==> src/rtl/dp_skid_reg_if.sv <==
// ---------------------------------------------------------------------------
// dp_skid_reg_if
// Valid/ready bundle around the dp_skid_reg buffer. Carries both the upstream
// side (word coming from the or2 Y output) and the downstream side (word going
// to the next stage).
//
// Handshake semantics (both sides): a word moves on a rising clock edge where
// VALID and READY are both 1. The producer may raise or drop VALID freely;
// READY may be high while VALID is low, which is harmless.
//
// Signals:
//   DIN        [N-1:0]  upstream data
//   DIN_VALID           upstream word present
//   DIN_READY           buffer can take a word
//   DOUT       [N-1:0]  head-of-buffer word
//   DOUT_VALID          DOUT holds a word
//   DOUT_READY          downstream takes DOUT
//
// Modports:
//   slave  - the buffer itself
//   master - the environment driving the buffer (upstream + downstream)
// ---------------------------------------------------------------------------
interface dp_skid_reg_if #(
  parameter int N = 8
);
  logic [N-1:0] DIN;
  logic         DIN_VALID;
  logic         DIN_READY;
  logic [N-1:0] DOUT;
  logic         DOUT_VALID;
  logic         DOUT_READY;

  modport slave (
    input  DIN,
    input  DIN_VALID,
    input  DOUT_READY,
    output DIN_READY,
    output DOUT,
    output DOUT_VALID
  );

  modport master (
    output DIN,
    output DIN_VALID,
    output DOUT_READY,
    input  DIN_READY,
    input  DOUT,
    input  DOUT_VALID
  );
endinterface

==> src/rtl/dp_skid_reg.sv <==
// ---------------------------------------------------------------------------
// dp_skid_reg
// Two-entry registered skid buffer placed after the or2 cell of the dpath1
// group. Every output comes straight from a flop, so the combinational path
// from the OR stage to its consumer is cut. Streams one word per cycle and
// absorbs one cycle of downstream back-pressure in the skid register.
//
// Parameters:
//   N       datapath width
//   DPFLAG  placement flag, no functional effect
//   GROUP   datapath group name, no functional effect
//   d_OUT   simulation output delay, no cycle-level effect
//
// Ports:
//   CLK  in   rising-edge clock
//   RST  in   synchronous active-high reset
//   bus  slave modport of dp_skid_reg_if (DIN/DIN_VALID/DIN_READY,
//        DOUT/DOUT_VALID/DOUT_READY)
//   OCC  out  occupancy 0..2, equal to the FSM state (debug/state view)
// ---------------------------------------------------------------------------
module dp_skid_reg #(
  parameter int N      = 8,
  parameter bit DPFLAG = 1'b1,
  parameter     GROUP  = "dpath1",
  parameter int d_OUT  = 1
) (
  input  logic                CLK,
  input  logic                RST,
  dp_skid_reg_if.slave        bus,
  output logic [1:0]          OCC
);

  // State encoding doubles as the occupancy count.
  typedef enum logic [1:0] {
    EMPTY = 2'd0,
    ONE   = 2'd1,
    FULL  = 2'd2
  } state_e;

  state_e       state_q, state_d;
  logic [N-1:0] m_q, m_d;        // main register, drives DOUT
  logic [N-1:0] s_q, s_d;        // skid register, only holds data when FULL
  logic         dout_valid_q;
  logic         din_ready_q;

  logic         accept;
  logic         deliver;

  // Metadata parameters are carried for the datapath flow only.
  logic unused_params;
  assign unused_params = DPFLAG ^ (d_OUT != 0) ^ (GROUP == "dpath1");

  assign accept  = bus.DIN_VALID & din_ready_q;
  assign deliver = dout_valid_q  & bus.DOUT_READY;

  always_comb begin
    state_d = state_q;
    m_d     = m_q;
    s_d     = s_q;
    case (state_q)
      EMPTY: begin
        if (accept) begin
          state_d = ONE;
          m_d     = bus.DIN;
        end
      end
      ONE: begin
        if (accept && deliver) begin
          // Occupancy unchanged, head word replaced.
          m_d = bus.DIN;
        end else if (accept) begin
          state_d = FULL;
          s_d     = bus.DIN;
        end else if (deliver) begin
          state_d = EMPTY;
        end
      end
      FULL: begin
        // DIN_READY is low here, so only a deliver can happen.
        if (deliver) begin
          state_d = ONE;
          m_d     = s_q;
        end
      end
      default: begin
        state_d = EMPTY;
      end
    endcase
  end

  always_ff @(posedge CLK) begin
    if (RST) begin
      state_q      <= EMPTY;
      m_q          <= '0;
      s_q          <= '0;
      dout_valid_q <= 1'b0;
      din_ready_q  <= 1'b1;
    end else begin
      state_q      <= state_d;
      m_q          <= m_d;
      s_q          <= s_d;
      // Handshake flags are registered copies of the next-state decode.
      dout_valid_q <= (state_d != EMPTY);
      din_ready_q  <= (state_d != FULL);
    end
  end

  assign bus.DOUT       = m_q;
  assign bus.DOUT_VALID = dout_valid_q;
  assign bus.DIN_READY  = din_ready_q;
  assign OCC            = state_q;

endmodule

==> src/flat_wrapper.sv <==
// flat-port wrapper written by rule: the top's interface ports become plain ports
module dp_skid_reg_flat 
#(
  parameter int N      = 8,
  parameter bit DPFLAG = 1'b1,
  parameter     GROUP  = "      ",
  parameter int d_OUT  = 1
)
  (CLK, RST, OCC, bus_DIN, bus_DIN_VALID, bus_DOUT_READY, bus_DIN_READY, bus_DOUT, bus_DOUT_VALID);
  dp_skid_reg_if #(.N(N)) bus_i ();
  input  logic CLK;
  input  logic RST;
  output logic [1:0] OCC;
  input wire logic [$bits(bus_i.DIN)-1:0] bus_DIN;
  input wire logic [$bits(bus_i.DIN_VALID)-1:0] bus_DIN_VALID;
  input wire logic [$bits(bus_i.DOUT_READY)-1:0] bus_DOUT_READY;
  output wire logic [$bits(bus_i.DIN_READY)-1:0] bus_DIN_READY;
  output wire logic [$bits(bus_i.DOUT)-1:0] bus_DOUT;
  output wire logic [$bits(bus_i.DOUT_VALID)-1:0] bus_DOUT_VALID;
  assign bus_i.DIN = bus_DIN;
  assign bus_i.DIN_VALID = bus_DIN_VALID;
  assign bus_i.DOUT_READY = bus_DOUT_READY;
  assign bus_DIN_READY = bus_i.DIN_READY;
  assign bus_DOUT = bus_i.DOUT;
  assign bus_DOUT_VALID = bus_i.DOUT_VALID;
  dp_skid_reg #(.N(N), .DPFLAG(DPFLAG), .GROUP(GROUP), .d_OUT(d_OUT)) u_core (.CLK(CLK), .RST(RST), .bus(bus_i), .OCC(OCC));
endmodule
==> config.mk <==
export PLATFORM = sky130hd
export DESIGN_NAME = dp_skid_reg_flat
export DESIGN_NICKNAME = d
export VERILOG_FILES = /design/src/rtl/dp_skid_reg_if.sv /design/src/rtl/dp_skid_reg.sv /design/src/flat_wrapper.sv
export SDC_FILE = /design/constraint.sdc
export NUM_CORES = 1
export LEC_CHECK = 0
export ABC_AREA = 1
export ABC_CLOCK_PERIOD_IN_PS = 1200
export CAP_MARGIN = 5
export CORE_MARGIN = 4
export CORE_UTILIZATION = 40
export DETAILED_ROUTE_END_ITERATION = 10
export HOLD_SLACK_MARGIN = 0.15
export PLACE_DENSITY = 0.72
export REMOVE_ABC_BUFFERS = 1
export SYNTH_ARGS = -nofsm -noshare
export SYNTH_HDL_FRONTEND = slang
export SYNTH_SLANG_ARGS = --single-unit
export TNS_END_PERCENT = 30
==> constraint.sdc <==
create_clock -name CLK -period 1.2 [get_ports CLK]
set_clock_uncertainty 0.1 [all_clocks]
set_input_delay 0.24 -clock CLK [delete_from_list [all_inputs] [get_ports CLK]]
set_output_delay 0.24 -clock CLK [all_outputs]
set_load 0.05 [all_outputs]
==> impl_summary.txt <==
----------------------------------------------------
[Logic synthesis]
  Post-synth cell types ... 16
  Syn Inst Count ... 144
  Yosys warnings ... 0
  Synthesized area ... 980 sq um
  Mean Syn Cell Area ... 6.80 sq um
  Register area share after synthesis ... 0.409
  Synthesis-stage register bit count ... 20

[Global routing]
  First-pass GRT wire length ... 4080 microns
  Total congestion overflow ... 0
  Number of antenna violations at the first check in global routing ... 0
  Number of global-route vias before repair ... 1000
  All-Layer GR Usage ... 0.156
  Maximum number of pins on one net before global-route repair ... 18

[Floorplan]
  Initial cell density of the core ... 0.430
  Std-Cell Rows ... 17
  Core outline area ... 0.00228 sq mm
  Full die area ... 0.00331 sq mm
  Width of the chip ... 57.5 microns
  Top-Level Pins ... 24
  Y dimension of the die ... 57.5 microns

[Timing]
  Worst hold slack ... 0.395 ns
  Final setup fails ... 12
  Shortest period the worst path allows ... 1.26 ns
  Pin slew with the least headroom to its limit ... 0.212 ns
  Max-slew violation count ... 0
  Final Hold Vio Count ... 0
  Worst slew slack as a fraction of its limit ... 0.858
  Max Freq ... 795 MHz
  Setup repair after global routing missed its margin ... yes
  Final setup margin ... -0.0582 ns
  Period utilization ... 1.05

[Critical path]
  WP data required ... 0.86 ns
  Critical Setup Path Class ... reg -> out
  Number of logic stages on the critical path including buffering ... 2
  FF-to-FF path depth ... 7
  Reg2reg setup slack ... 0.01 ns
  Arrival time of the worst setup path ... 0.92 ns
  Delay of the slowest critical-path stage ... 0.38 ns
  Crit end category ... output pin
  Number of buffer and inverter instances along the worst setup path ... 2
  Critical R2R Capture ... u_core.bus.DOUT_VALID
  Gate family responsible for the most delay along the worst path ... flip-flops
  Ordered list of cells on the worst path ... buf_6 -> buf_12
  Startpoint of the lowest-slack register-to-register path ... u_core.OCC[1]
  Maximum net fanout on the critical path ... 4
  Worst setup path startpoint ... u_core.OCC[1]
  Critical Path Slowest Stage Cell ... dfxtp_2
  Startpoint type of the worst setup path ... flop

[Routing]
  Total via count after detailed routing ... 986
  Routed wire length per instance ... 11.7 microns
  Number of DRC violations after detailed routing ... 0
  Number of nets still failing antenna checks after routing ... 0
  DR pass1 iterations ... 4
  Avg Vias per Cell ... 4.76
  Starting DRT DRC Count ... 26
  Final WL ... 2420 microns

[Worst hold path]
  Endpoint of the worst hold-timing path ... u_core.s_q[7]
  Worst Hold Path Cells ... 2
  Beginning of the worst hold path ... u_core.s_q[7]
  Min-delay worst type ... reg -> reg

[Clock tree]
  Clock root buffer master ... clkbuf_4
  Sinks on the clock net ... 20
  CTS tree ... done
  TritonCTS Buffers ... 3
  Worst-Skew Late Latency ... 0.30 ns
  Maximum number of buffers from clock root to sink ... 2
  Clock-pin transition on the worst setup and hold timing paths ... 0.11 ns
  Depth of the CTS H-tree ... 1

[Power and ir drop]
  Worst VDD drop ... 0.00101 V
  Leakage power ... 0.740 nW
  Power density cells ... 1460 mW/mm^2

[Run]
  Number of maximum-capacitance constraint violations ... 0

[Layout]
  P&R area growth vs syn ... 54.2%
  Number of antenna diodes ... 0
  FILL cells ... 186
  Final standard cell count with taps included and fillers excluded ... 207
  Share of cells above drive strength 1 ... 0.285
  Layout Nets ... 193
  Share of the core filled with cells in the final layout ... 0.664

[Place]
  DP Wirelength ... 1720 microns
  Pre-CTS setup slack ... -0.411 ns
  Inst Count DP ... 200
  GPL Wtd Cong ... 0.841
  IO Port Bufs ... 23

[Run status]
  Result of the run ... finished with violations
  Violations in the final reports ... negative setup slack

----------------------------------------------------
## worst max-delay path by stage
stage	to	slack (ns)
final	OCC[1]	-0.06
after global routing	u_core.bus.DOUT[2]	-0.12
after CTS	OCC[1]	-0.06
after detailed placement	u_core.s_q[2]	-0.41
after global placement	u_core.s_q[3]	-0.35
after floorplan	u_core.bus.DOUT_VALID	-0.49
## state kept, by name (all words and copies together), names as in the netlist
signal	cells
u_core.bus.DIN_READY	1
u_core.bus.DOUT_VALID	1
u_core.bus.DOUT	8
u_core.s_q	8
u_core.OCC	2
## cells in the final DEF, fill, tap and decap left out
cell type,n
nand2_1,46
nor2_1,32
buf_12,13
inv_1,11
clkdlybuf4s50_1,11
dfxtp_2,11
nand3_1,9
buf_4,9
dfxtp_1,9
nand3b_1,8
nand2_2,3
clkbuf_4,3
buf_6,3
inv_4,2
inv_2,1
nor2_8,1
nand3_2,1
nand2_4,1
clkinv_2,1
clkinv_1,1
o21ai_4,1
nand2_8,1
nand4_1,1
## cell families after synthesis
logic type,after synthesis,synth area share
buf+inv,20,0.105
flops,20,0.409
compound gates,1,0.00894
simple gates,103,0.478
## cell usage after synthesis
cell type | n | area share
buf_4 | 1 | 0.0077
nand2_4 | 2 | 0.023
nand2_1 | 47 | 0.18
o21ai_2 | 1 | 0.0089
buf_6 | 3 | 0.034
inv_2 | 2 | 0.0077
inv_1 | 12 | 0.046
clkinv_1 | 1 | 0.0038
dfxtp_1 | 20 | 0.41
nor2_8 | 1 | 0.020
nand3_1 | 10 | 0.051
clkinv_2 | 1 | 0.0051
nand4_1 | 1 | 0.0064
nand3b_1 | 8 | 0.061
nand2_2 | 2 | 0.013
nor2_1 | 32 | 0.12
## final cells by class
class                           instances  area, sq um  area share
Timing Repair Buffer                   36          472       0.312
Multi-Input combinational cell        104          500       0.331
Clock buffer                            3         22.5      0.0149
Sequential cell                        20          414       0.274
Tap cell                               28         35.0      0.0232
Inverter                               16         66.3      0.0439
## metrics by stage
step / cell area (sq um) / TNS, ns / power (mW)
global route: 1510 / -1.86 / 2.33
detailed placement: 1400 / -6.45 / 1.82
floorplan: 938 / -9.19 / 1.36
global placement: 1400 / -5.75 / 1.80
finish: 1510 / -0.289 / 2.21
CTS: 1470 / -0.453 / 2.17
## worst register-to-register path, stage by stage (launching register included)
cell     delay [ns]
dfxtp_2        0.38
inv_1          0.08
nand3_2        0.11
nand2_2        0.11
nand2_8        0.13
nand2_1        0.06
nand2_1        0.08
nand2_1        0.06
## metal layers
layer	wire length, microns	global-route usage	vias up
li1	-	-	509
met1	946	0.175	439
met2	1260	0.265	32
met3	185	0.0498	6
met4	30	0.0728	0
met5	0	0	-
## report_power, final
group	internal, mW	leakage (nW)	total (mW)	switching [mW]
Combinational	0.476	0.559	1.04	0.567
Clock	0.117	0.0138	0.317	0.200
Sequential	0.770	0.167	0.848	0.0782
Total	1.36	0.740	2.21	0.845
## timing repair
item	in CTS	in global routing
hold endpoints to repair	0	0
setup buffers	4	0
hold buffers	0	0
setup endpoints to repair	24	31
resized for setup	6	15
Power figures use the tool's default switching activity.
